**src/rtl/ctrl_pkg.sv**
```systemverilog
// Shared types and constants for the control sequencer: FSM states,
// opcodes, decode classes, ALU operation codes and instruction fields.
package ctrl_pkg;

    localparam int INSTR_W = 16;
    localparam int OPC_MSB = 15;
    localparam int OPC_LSB = 12;

    typedef enum logic [3:0] {
        ST_IDLE,
        ST_F_ADDR,
        ST_F_MEM,
        ST_F_MBR,
        ST_F_IR,
        ST_DECODE,
        ST_E_ADDR,
        ST_E_MEM,
        ST_E_MBR,
        ST_E_DO,
        ST_E_STORE,
        ST_HALT,
        ST_TRAP
    } state_e;

    typedef enum logic [3:0] {
        OP_NOP   = 4'h0,
        OP_LOAD  = 4'h1,
        OP_STORE = 4'h2,
        OP_ADD   = 4'h3,
        OP_SUB   = 4'h4,
        OP_AND   = 4'h5,
        OP_OR    = 4'h6,
        OP_XOR   = 4'h7,
        OP_JUMP  = 4'h8,
        OP_JZ    = 4'h9,
        OP_JNEG  = 4'hA,
        OP_HALT  = 4'hF
    } opcode_e;

    // What DECODE should do with the current instruction.
    typedef enum logic [2:0] {
        CLS_NEXT,   // nothing to execute, fetch the next instruction
        CLS_JUMP,   // load PC from the operand, then fetch
        CLS_EXEC,   // operand read followed by an accumulator update
        CLS_STORE,  // operand write of the accumulator
        CLS_HALT,
        CLS_TRAP
    } class_e;

    localparam logic [2:0] ALU_ADD = 3'b000;
    localparam logic [2:0] ALU_SUB = 3'b001;
    localparam logic [2:0] ALU_AND = 3'b010;
    localparam logic [2:0] ALU_OR  = 3'b011;
    localparam logic [2:0] ALU_XOR = 3'b100;

endpackage

```
**src/rtl/ctrl_decode.sv**
```systemverilog
// Combinational opcode decoder: classifies the instruction for the FSM and
// selects the ALU operation and accumulator source.
// Build option: CTRL_COND_JUMP_EN enables JZ/JNEG; without it they trap.
module ctrl_decode
    import ctrl_pkg::*;
(
    input  logic [3:0] i_opcode,
    input  logic       i_acc_zero,
    input  logic       i_acc_neg,
    output class_e     o_class,
    output logic [2:0] o_alu_op,
    output logic       o_acc_sel
);

`ifndef CTRL_COND_JUMP_EN
    // Accumulator flags only matter for conditional jumps.
    logic w_unused_flags;
    assign w_unused_flags = i_acc_zero ^ i_acc_neg;
`endif

    // Opcode to class / ALU-op mapping; unlisted opcodes are illegal.
    always_comb begin
        // NOTE: every output gets a default before the case so no path leaves one unassigned (no latches).
        o_class   = CLS_TRAP;
        o_alu_op  = ALU_ADD;
        o_acc_sel = 1'b0;
        case (i_opcode)
            OP_NOP:   o_class = CLS_NEXT;
            OP_LOAD:  begin o_class = CLS_EXEC; o_acc_sel = 1'b1; end
            OP_STORE: o_class = CLS_STORE;
            OP_ADD:   begin o_class = CLS_EXEC; o_alu_op = ALU_ADD; end
            OP_SUB:   begin o_class = CLS_EXEC; o_alu_op = ALU_SUB; end
            OP_AND:   begin o_class = CLS_EXEC; o_alu_op = ALU_AND; end
            OP_OR:    begin o_class = CLS_EXEC; o_alu_op = ALU_OR;  end
            OP_XOR:   begin o_class = CLS_EXEC; o_alu_op = ALU_XOR; end
            OP_JUMP:  o_class = CLS_JUMP;
`ifdef CTRL_COND_JUMP_EN
            OP_JZ:    o_class = i_acc_zero ? CLS_JUMP : CLS_NEXT;
            OP_JNEG:  o_class = i_acc_neg  ? CLS_JUMP : CLS_NEXT;
`endif
            OP_HALT:  o_class = CLS_HALT;
            default:  o_class = CLS_TRAP;
        endcase
    end

endmodule

```
**src/rtl/control_sequencer.sv**
```systemverilog
// Multi-cycle fetch/decode/execute control FSM for a simple accumulator CPU.
// Build option: CTRL_COND_JUMP_EN (handled in ctrl_decode) enables JZ/JNEG.
module control_sequencer
    import ctrl_pkg::*;
#(
    parameter int          ADDR_W   = 12,
    parameter logic [15:0] RESET_PC = 16'h0000
) (
    input  logic        clk,
    input  logic        reset,
    input  logic        start,
    input  logic [15:0] ir,
    input  logic [15:0] acc,
    output logic        mar_load,
    output logic        mbr_load,
    output logic        ir_load,
    output logic        acc_load,
    output logic        pc_inc,
    output logic        pc_load,
    output logic        mem_we,
    output logic        mar_sel,
    output logic        acc_sel,
    output logic [2:0]  alu_op,
    output logic [15:0] pc_load_val,
    output logic        busy,
    output logic        halted,
    output logic        trap
);

    state_e      r_state;
    state_e      w_next;
    logic        r_live;       // low until the first edge after reset release
    class_e      w_class;
    logic [2:0]  w_alu_op;
    logic        w_acc_sel;
    logic [15:0] w_target;
    logic        w_unused_ir;

    assign w_target    = 16'(ir[ADDR_W-1:0]);
    assign w_unused_ir = ^ir;

    ctrl_decode u_decode (
        .i_opcode   (ir[OPC_MSB:OPC_LSB]),
        .i_acc_zero (acc == 16'h0000),
        .i_acc_neg  (acc[15]),
        .o_class    (w_class),
        .o_alu_op   (w_alu_op),
        .o_acc_sel  (w_acc_sel)
    );

    // State register; r_live keeps the release cycle strobe-free.
    always_ff @(posedge clk or negedge reset) begin
        if (!reset) begin
            // NOTE: sequential state uses non-blocking assignments so all flops update together.
            r_state <= ST_IDLE;
            r_live  <= 1'b0;
        end else begin
            r_state <= w_next;
            r_live  <= 1'b1;
        end
    end

    // Next-state and strobe decode for the current state.
    always_comb begin
        w_next      = r_state;
        mar_load    = 1'b0;
        mbr_load    = 1'b0;
        ir_load     = 1'b0;
        acc_load    = 1'b0;
        pc_inc      = 1'b0;
        pc_load     = 1'b0;
        mem_we      = 1'b0;
        mar_sel     = 1'b0;
        acc_sel     = 1'b0;
        alu_op      = ALU_ADD;
        pc_load_val = 16'h0000;
        busy        = 1'b1;
        halted      = 1'b0;
        trap        = 1'b0;
        case (r_state)
            ST_IDLE: begin
                busy = 1'b0;
                // IDLE is only reachable through reset, so leaving it is always the first fetch.
                if (start && r_live) begin
                    pc_load     = 1'b1;
                    pc_load_val = RESET_PC;
                    w_next      = ST_F_ADDR;
                end
            end
            ST_F_ADDR: begin
                mar_load = 1'b1;
                w_next   = ST_F_MEM;
            end
            ST_F_MEM: w_next = ST_F_MBR;
            ST_F_MBR: begin
                mbr_load = 1'b1;
                w_next   = ST_F_IR;
            end
            ST_F_IR: begin
                ir_load = 1'b1;
                pc_inc  = 1'b1;
                w_next  = ST_DECODE;
            end
            ST_DECODE: begin
                pc_load_val = w_target;
                case (w_class)
                    CLS_NEXT:  w_next = ST_F_ADDR;
                    CLS_JUMP:  begin pc_load = 1'b1; w_next = ST_F_ADDR; end
                    CLS_EXEC:  w_next = ST_E_ADDR;
                    CLS_STORE: w_next = ST_E_ADDR;
                    CLS_HALT:  w_next = ST_HALT;
                    default:   w_next = ST_TRAP;
                endcase
            end
            ST_E_ADDR: begin
                mar_load = 1'b1;
                mar_sel  = 1'b1;
                w_next   = (w_class == CLS_STORE) ? ST_E_STORE : ST_E_MEM;
            end
            ST_E_MEM: w_next = ST_E_MBR;
            ST_E_MBR: begin
                mbr_load = 1'b1;
                w_next   = ST_E_DO;
            end
            ST_E_DO: begin
                acc_load = 1'b1;
                acc_sel  = w_acc_sel;
                alu_op   = w_alu_op;
                w_next   = ST_F_ADDR;
            end
            ST_E_STORE: begin
                mem_we = 1'b1;
                w_next = ST_F_ADDR;
            end
            ST_HALT: begin
                busy   = 1'b0;
                halted = 1'b1;
                if (start) w_next = ST_F_ADDR;
            end
            ST_TRAP: begin
                busy = 1'b0;
                trap = 1'b1;
            end
            default: begin
                busy   = 1'b0;
                w_next = ST_IDLE;
            end
        endcase
    end

endmodule

```
**config.mk**
```make
export PLATFORM = sky130hd
export DESIGN_NAME = control_sequencer
export DESIGN_NICKNAME = d
export VERILOG_FILES = /design/src/rtl/ctrl_pkg.sv /design/src/rtl/ctrl_decode.sv /design/src/rtl/control_sequencer.sv
export SDC_FILE = /design/constraint.sdc
export NUM_CORES = 1
export LEC_CHECK = 0
export CAP_MARGIN = 20
export CORE_MARGIN = 2
export CORE_UTILIZATION = 31
export DETAILED_ROUTE_END_ITERATION = 6
export GPL_ROUTABILITY_DRIVEN = 0
export GPL_TIMING_DRIVEN = 0
export PLACE_DENSITY = 0.83
export SLEW_MARGIN = 10
export SYNTH_ARGS = -nofsm -noshare
export SYNTH_HDL_FRONTEND = slang
export SYNTH_SLANG_ARGS = --single-unit
```
**constraint.sdc**
```tcl
create_clock -name clk -period 2.04 [get_ports clk]
set_input_delay 0.204 -clock clk [delete_from_list [all_inputs] [get_ports clk]]
set_output_delay 0.204 -clock clk [all_outputs]
set_load 0.01 [all_outputs]
```
==> results of run 1 <==
## routing by layer
layer | vias to the layer above | share of wire [%]
met5 | - | 0
met4 | 0 | 0.55
met3 | 3 | 12
met2 | 51 | 48
met1 | 339 | 40
li1 | 406 | -
## stage by stage
stage,hold slack (ns),instances
after floorplan,-0.0916,95
after global placement,0.430,167
after detailed placement,0.438,167
after CTS,0.175,172
after global routing,0.168,172
final,0.172,172
## final timing paths
| path | start | endpoint | slack, ns | cells past startpoint |
|---|---|---|---|---|
| max | r_state[1] | acc_sel | 0.08 | 4 |
| min | reset | r_state[2] | 0.17 | 1 |
| max reg2reg | r_state[2] | r_state[0] | 0.81 | 5 |
| min reg2reg | r_state[2] | r_state[2] | 0.74 | 2 |
| max in group asynchronous | reset | r_state[0] | 1.67 | 1 |
| min in group clk | r_state[2] | r_state[2] | 0.74 | 2 |
## cells in the final DEF, fill, tap and decap left out, drive strengths merged, types with 2 or more instances in the layout
cell           synthesis  routed
nor3                   3       3
clkbuf                 2       6
o22ai                  2       2
and2                  12      12
nand3                  3       3
nand2                 12      12
a21oi                  4       4
dlymetal6s2s           0       9
dfrtp                  5       5
conb                   2       5
nand2b                 6       6
nor2                  15      15
buf                    8       9
o21ai                  3       3
dlygate4sd2            0       7
clkdlybuf4s50          0      29
## what timing repair did
| item | 4_1_cts | 5_1_grt |
|---|---|---|
| setup buffers | 1 | 0 |
| cloned | 0 | 0 |
| pin swaps | 1 | 0 |
| resized for setup | 10 | 15 |
| endpoints found under the setup margin | 14 | 15 |
## power by group through the flow
stage	registers, mW	clock network [mW]	logic, mW
after global routing	0.200	0.136	0.978
after floorplan	0.178	0	0.529
after global placement	0.186	0	0.854
after CTS	0.187	0.120	0.878
after detailed placement	0.187	0	0.865
final	0.192	0.116	0.898
## state kept, by name, summed over array words and instances, names as in the netlist
signal / flops
r_live: 1
r_state: 4
## cells by family (layout without fill, tap and decap cells)
logic type                after synthesis  count (layout)  share of synthesized area (%)
buffers and inverters                  11              61                           12.9
and+or+nand+nor                        58              58                           50.7
other                                   2               5                           1.15
AOI/OAI and AO/OA                      15              15                           14.8
xor gates and xnor gates                1               1                           1.34
DFF                                     5               5                           19.2
## cell type report
type                            count  area share [%]
Buffer                             10            6.95
Inverter                            1           0.306
Sequential cell                     5            10.3
Multi-Input combinational cell     79            39.0
Clock buffer                        4            2.15
Timing Repair Buffer               46            38.5
Tap cell                           27            2.76
==> impl_results.md, run 1 <==
* CTS hold repair buffers at 0
* Worst EP required at 1.84 ns
* CP Class: flop to primary output
* GRT met1 Usage at 19.2%
* Crit path DAT at 1.76 ns
* DRT iter0 DRCs at 4
* Fillers at 179
* Hold Path Class: input pin to asynchronous set/reset pin
* CTS buffer count at 3
* FMAX at 510 MHz
* Gr usage total at 16.5%
* Yosys cell types at 33
* Period Utilization, post-route at 96.1%
* First-pass GRT wire length at 3220 µm
* Flop pwr share at 15.9%
* Largest area contributor in the netlist: dfrtp_1
* Synth top area share at 19.2%
* Routed WL per cell at 11.7 µm
* Synthesized area at 652 µm²
* Synth Flop Type: dfrtp_1
* Synth warn at 0
* Final Util at 61.8%
* Seq/Total Area, Yosys at 19.2%
* Worst slack, placed at -0.0946 ns
* Switch share at 43.4%
* Pleak at 0.676 nW
* Detail-routed via count per cell at 4.65
* Max-cap viol count at 0
* Crit Path Max Fanout at 5
* Port Buffers at 45
* Dpl hpwl at 1620 µm
* Reg area at 126 µm²
* Worst-skew pair later-pin latency at 0.25 ns
* Combinational power share at 74.5%
* Clk sink count at 5
* Fin. max-slew vios at 0
* GRT met3 Usage at 7.58%
* Clock slew at reported path FFs at 0.05 ns
* Num rows at 16
* Maximum single-stage delay on the critical path at 0.53 ns
* Die Height at 49.9 µm
* Congestion Overflow GR at 0
* Vias in the first global route at 752
* Setup ws final at 0.0788 ns
* Psw at 0.523 mW
* VDD IR-drop max at 0.634 mV
* Mapped Cells at 92
* # setup viols final at 0
* Diode count at 0
* Status: finished clean
* Period minus WS final at 1.96 ns
* Final Power at 1.21 mW
* Multi-input gate area at 478 µm²
* Antenna violations before repair at 0
* Antenna viol nets, final at 0
* GR peak layer: met2
* DRC violations left at 0
* Initial Util at 32.9%
* Layout Cell Area excl Fill at 1220 µm²
* Setup TNS at 0 ns
* TritonCTS clock tree: built
* Yosys reg bits at 5
* Post-synth EDFFs at 0
* Clk buf depth at 2
* Final #Nets at 181
* Largest net degree at the start of global routing at 11
* Total number of vias at 799
* Fraction of layout cells with a size suffix above 1 at 17.2%
* Avg Cell Area, Syn at 7.09 µm²
* Area after DPL at 1150 µm²
* Largest cells by area after synthesis: dfrtp_1, and2_1, nor2_1, nand2_1, buf_4
* Core ar. at 1980 µm²
* Most frequent cell after synthesis: nor2_1
* IO Count at 66
* Internal power at 0.683 mW
* Critical-path top delay cell: clkdlybuf4s50_1
* Asr flop ratio synth at 100%
* Crit path buf inv count at 1
* DR pass1 iterations at 4
* Power share of the clock group at 9.6%
* RSZ-0062 raised after global routing: true
* PwrDens at 985 nW/µm²
* Synth cell count leaders: nor2_1, and2_1, nand2_1
* Die width at 49.9 µm
* CP Cell Sequence: nand2b_4 > nor3_2 > and3_2 > clkdlybuf4s50_1
* Clock Skews at 0.00508 ns
* Clk root buf: clkbuf_4
* Final WL at 2010 µm
* Crit end category: primary output
* Met2 usage at 27.6%
* Critical Path Source Type: flop
* CTS HTree Levels at 1
* Die area at 2490 µm²
* Fin. Hold Viols at 0
* P&R area growth vs syn at 87.9%
* Crit-path leading delay family: simple AND/OR/NAND/NOR gates
No activity file was read; power rests on OpenSTA's default activity.
==> run 2: changes to the inputs <==
CAP_MARGIN = 10   (was 20)
RECOVER_POWER = 50   (was default)
==> run 2 against run 1 <==
- critical path depth did not move
- count of clock-buffer cells in the layout is the same
- worst hold slack gained 0.070 ns
- maximum frequency barely moved
- global-route usage unchanged
- utilization down 0.63 points
- sequential cell count is the same
- critical endpoint unchanged
==> impl_results.md, run 2 (synthesis gave the netlist of run 1 again) <==
* Reg with most FFs: r_state
* Maximum single-stage delay on the critical path at 0.53 ns (about the same)
* Period Utilization, post-route at 96.2% (about the same)
* TritonCTS clock tree: built
* Hold Path Class: input pin to asynchronous set/reset pin
* Worst-skew pair later-pin latency at 0.25 ns (about the same)
* First-pass GRT wire length at 3220 µm (unchanged)
* CP Cell Sequence: nand2b_4 > nor3_2 > and3_2 > clkdlybuf4s50_1
* Clk sink count at 5 (unchanged)
* Status: finished clean
* Max reg flops at 4 (unchanged)
* RSZ-0062 raised after global routing: true
* Worst EP required at 1.84 ns (about the same)
* Routed WL per cell at 11.8 µm (+0.95%)
* Die width at 49.9 µm (unchanged)
* DRC violations left at 0 (unchanged)
* Setup ws final at 0.0779 ns (-0.000908 ns)
* Fin. max-slew vios at 0 (unchanged)
* Antenna viol nets, final at 0 (unchanged)
* Final WL at 2030 µm (+0.95%)
* Antenna violations before repair at 0 (unchanged)
* Period minus WS final at 1.96 ns (+0.000908 ns)
* Fraction of layout cells with a size suffix above 1 at 17.2% (unchanged)
* Die Height at 49.9 µm (unchanged)
* CP Class: flop to primary output
* FMAX at 510 MHz (about the same)
* Dpl hpwl at 1620 µm (unchanged)
* Crit path DAT at 1.76 ns (about the same)
* DRT iter0 DRCs at 3 (-1)
* Diode count at 0 (unchanged)
* Final #Nets at 181 (unchanged)
* Num rows at 16 (unchanged)
* Most frequent cells in the layout: clkdlybuf4s50_1, nor2_1, and2_1
* Crit-path leading delay family: simple AND/OR/NAND/NOR gates
* Total number of vias at 806 (+0.88%)
* Critical-path top delay cell: clkdlybuf4s50_1
* CTS buffer count at 3 (unchanged)
* P&R area growth vs syn at 86.0%
* Crit path buf inv count at 1 (unchanged)
* Largest net degree at the start of global routing at 11 (unchanged)
* Largest registers: r_state (4), r_live (1)
* Clk root buf: clkbuf_4
* CTS HTree Levels at 1 (unchanged)
* Crit end category: primary output
* Fin. Hold Viols at 0 (unchanged)
* Congestion Overflow GR at 0 (unchanged)
* Clock Skews at 0.00511 ns (+0.0000272 ns)
* IO Count at 66 (unchanged)
* Crit Path Max Fanout at 5 (unchanged)
* Die area at 2490 µm² (unchanged)
* Initial Util at 32.9% (unchanged)
* Fillers at 182 (+1.7%)
* PwrDens at 992 nW/µm² (+0.72%)
* Clk buf depth at 2 (unchanged)
* Gr usage total at 16.5% (unchanged)
* CTS hold repair buffers at 0 (unchanged)
* Core ar. at 1980 µm² (unchanged)
* Clock slew at reported path FFs at 0.05 ns (about the same)
* Commonest non-fill, non-tap cell in the layout: clkdlybuf4s50_1
* Worst slack, placed at -0.0946 ns (unchanged)
* Port Buffers at 45 (unchanged)
* # setup viols final at 0 (unchanged)
* Max-cap viol count at 0 (unchanged)
* Detail-routed via count per cell at 4.69 (+0.88%)
* Setup TNS at 0 ns (unchanged)
* DR pass1 iterations at 4 (unchanged)
* VDD IR-drop max at 0.633 mV (about the same)
* Vias in the first global route at 752 (unchanged)
* Pleak at 0.587 nW (-13%)
* Final Util at 61.2% (-0.63 points)
* Critical Path Source Type: flop
[run 2: cell type report]
cell class	count	area (µm²)	area share, %
buffer	10	85.1	7.02
clock buffer	4	26.3	2.17
inverter	1	3.75	0.310
multi-input combinational	79	478	39.4
sequential	5	126	10.4
tap	27	33.8	2.79
timing repair buffer	46	459	37.9
[run 2: per-stage QoR]
| step | total power [mW] | area, µm² | instances | hold slack (ns) |
|---|---|---|---|---|
| after detailed placement | 1.05 | 1150 | 167 | 0.438 |
| after global placement | 1.04 | 1150 | 167 | 0.430 |
| after floorplan | 0.707 | 663 | 95 | -0.0916 |
| after global routing | 1.31 | 1210 | 172 | 0.239 |
| final | 1.20 | 1210 | 172 | 0.242 |
| after CTS | 1.18 | 1180 | 172 | 0.175 |
[run 2: final timing paths]
kind / start / cells past startpoint / slack (ns) / end
min in group clk: r_live / 4 / 0.75 / r_state[0]
max in group asynchronous: reset / 1 / 1.60 / r_state[0]
worst max-delay path: r_state[1] / 4 / 0.08 / acc_sel
worst min register to register: r_live / 4 / 0.75 / r_state[0]
worst min-delay path: reset / 1 / 0.24 / r_state[2]
worst max register to register: r_state[2] / 5 / 0.81 / r_state[0]
[run 2: worst register-to-register path: cells and delay by family (launching register included)]
kind | cells | cell delay (ns)
AOI/OAI and AO/OA | 2 | 0.30
buffers and inverters | 1 | 0.18
DFF | 1 | 0.41
and+or+nand+nor | 2 | 0.22
[run 2: what timing repair did]
| item | 4_1_cts | 5_1_grt |
|---|---|---|
| buffers inserted | 1 | 0 |
| endpoints found under the setup margin | 14 | 15 |
| gates resized for setup | 10 | 15 |
| pin swaps | 1 | 0 |
[run 2: metal layers]
layer  up-vias  track usage [%]  share of wire, %  routed length, µm
met4         0             3.70              0.54                 11
met1       343             19.2                40                809
met2        55             27.6                47                948
li1        405                -                 -                  -
met3         3             7.58                13                255
met5         -                0                 0                  0
[run 2: power by group]
group          leakage [nW]  internal, mW  switching [mW]
logic                 0.512         0.464           0.430
clock network        0.0150        0.0740          0.0416
registers            0.0605         0.140          0.0524
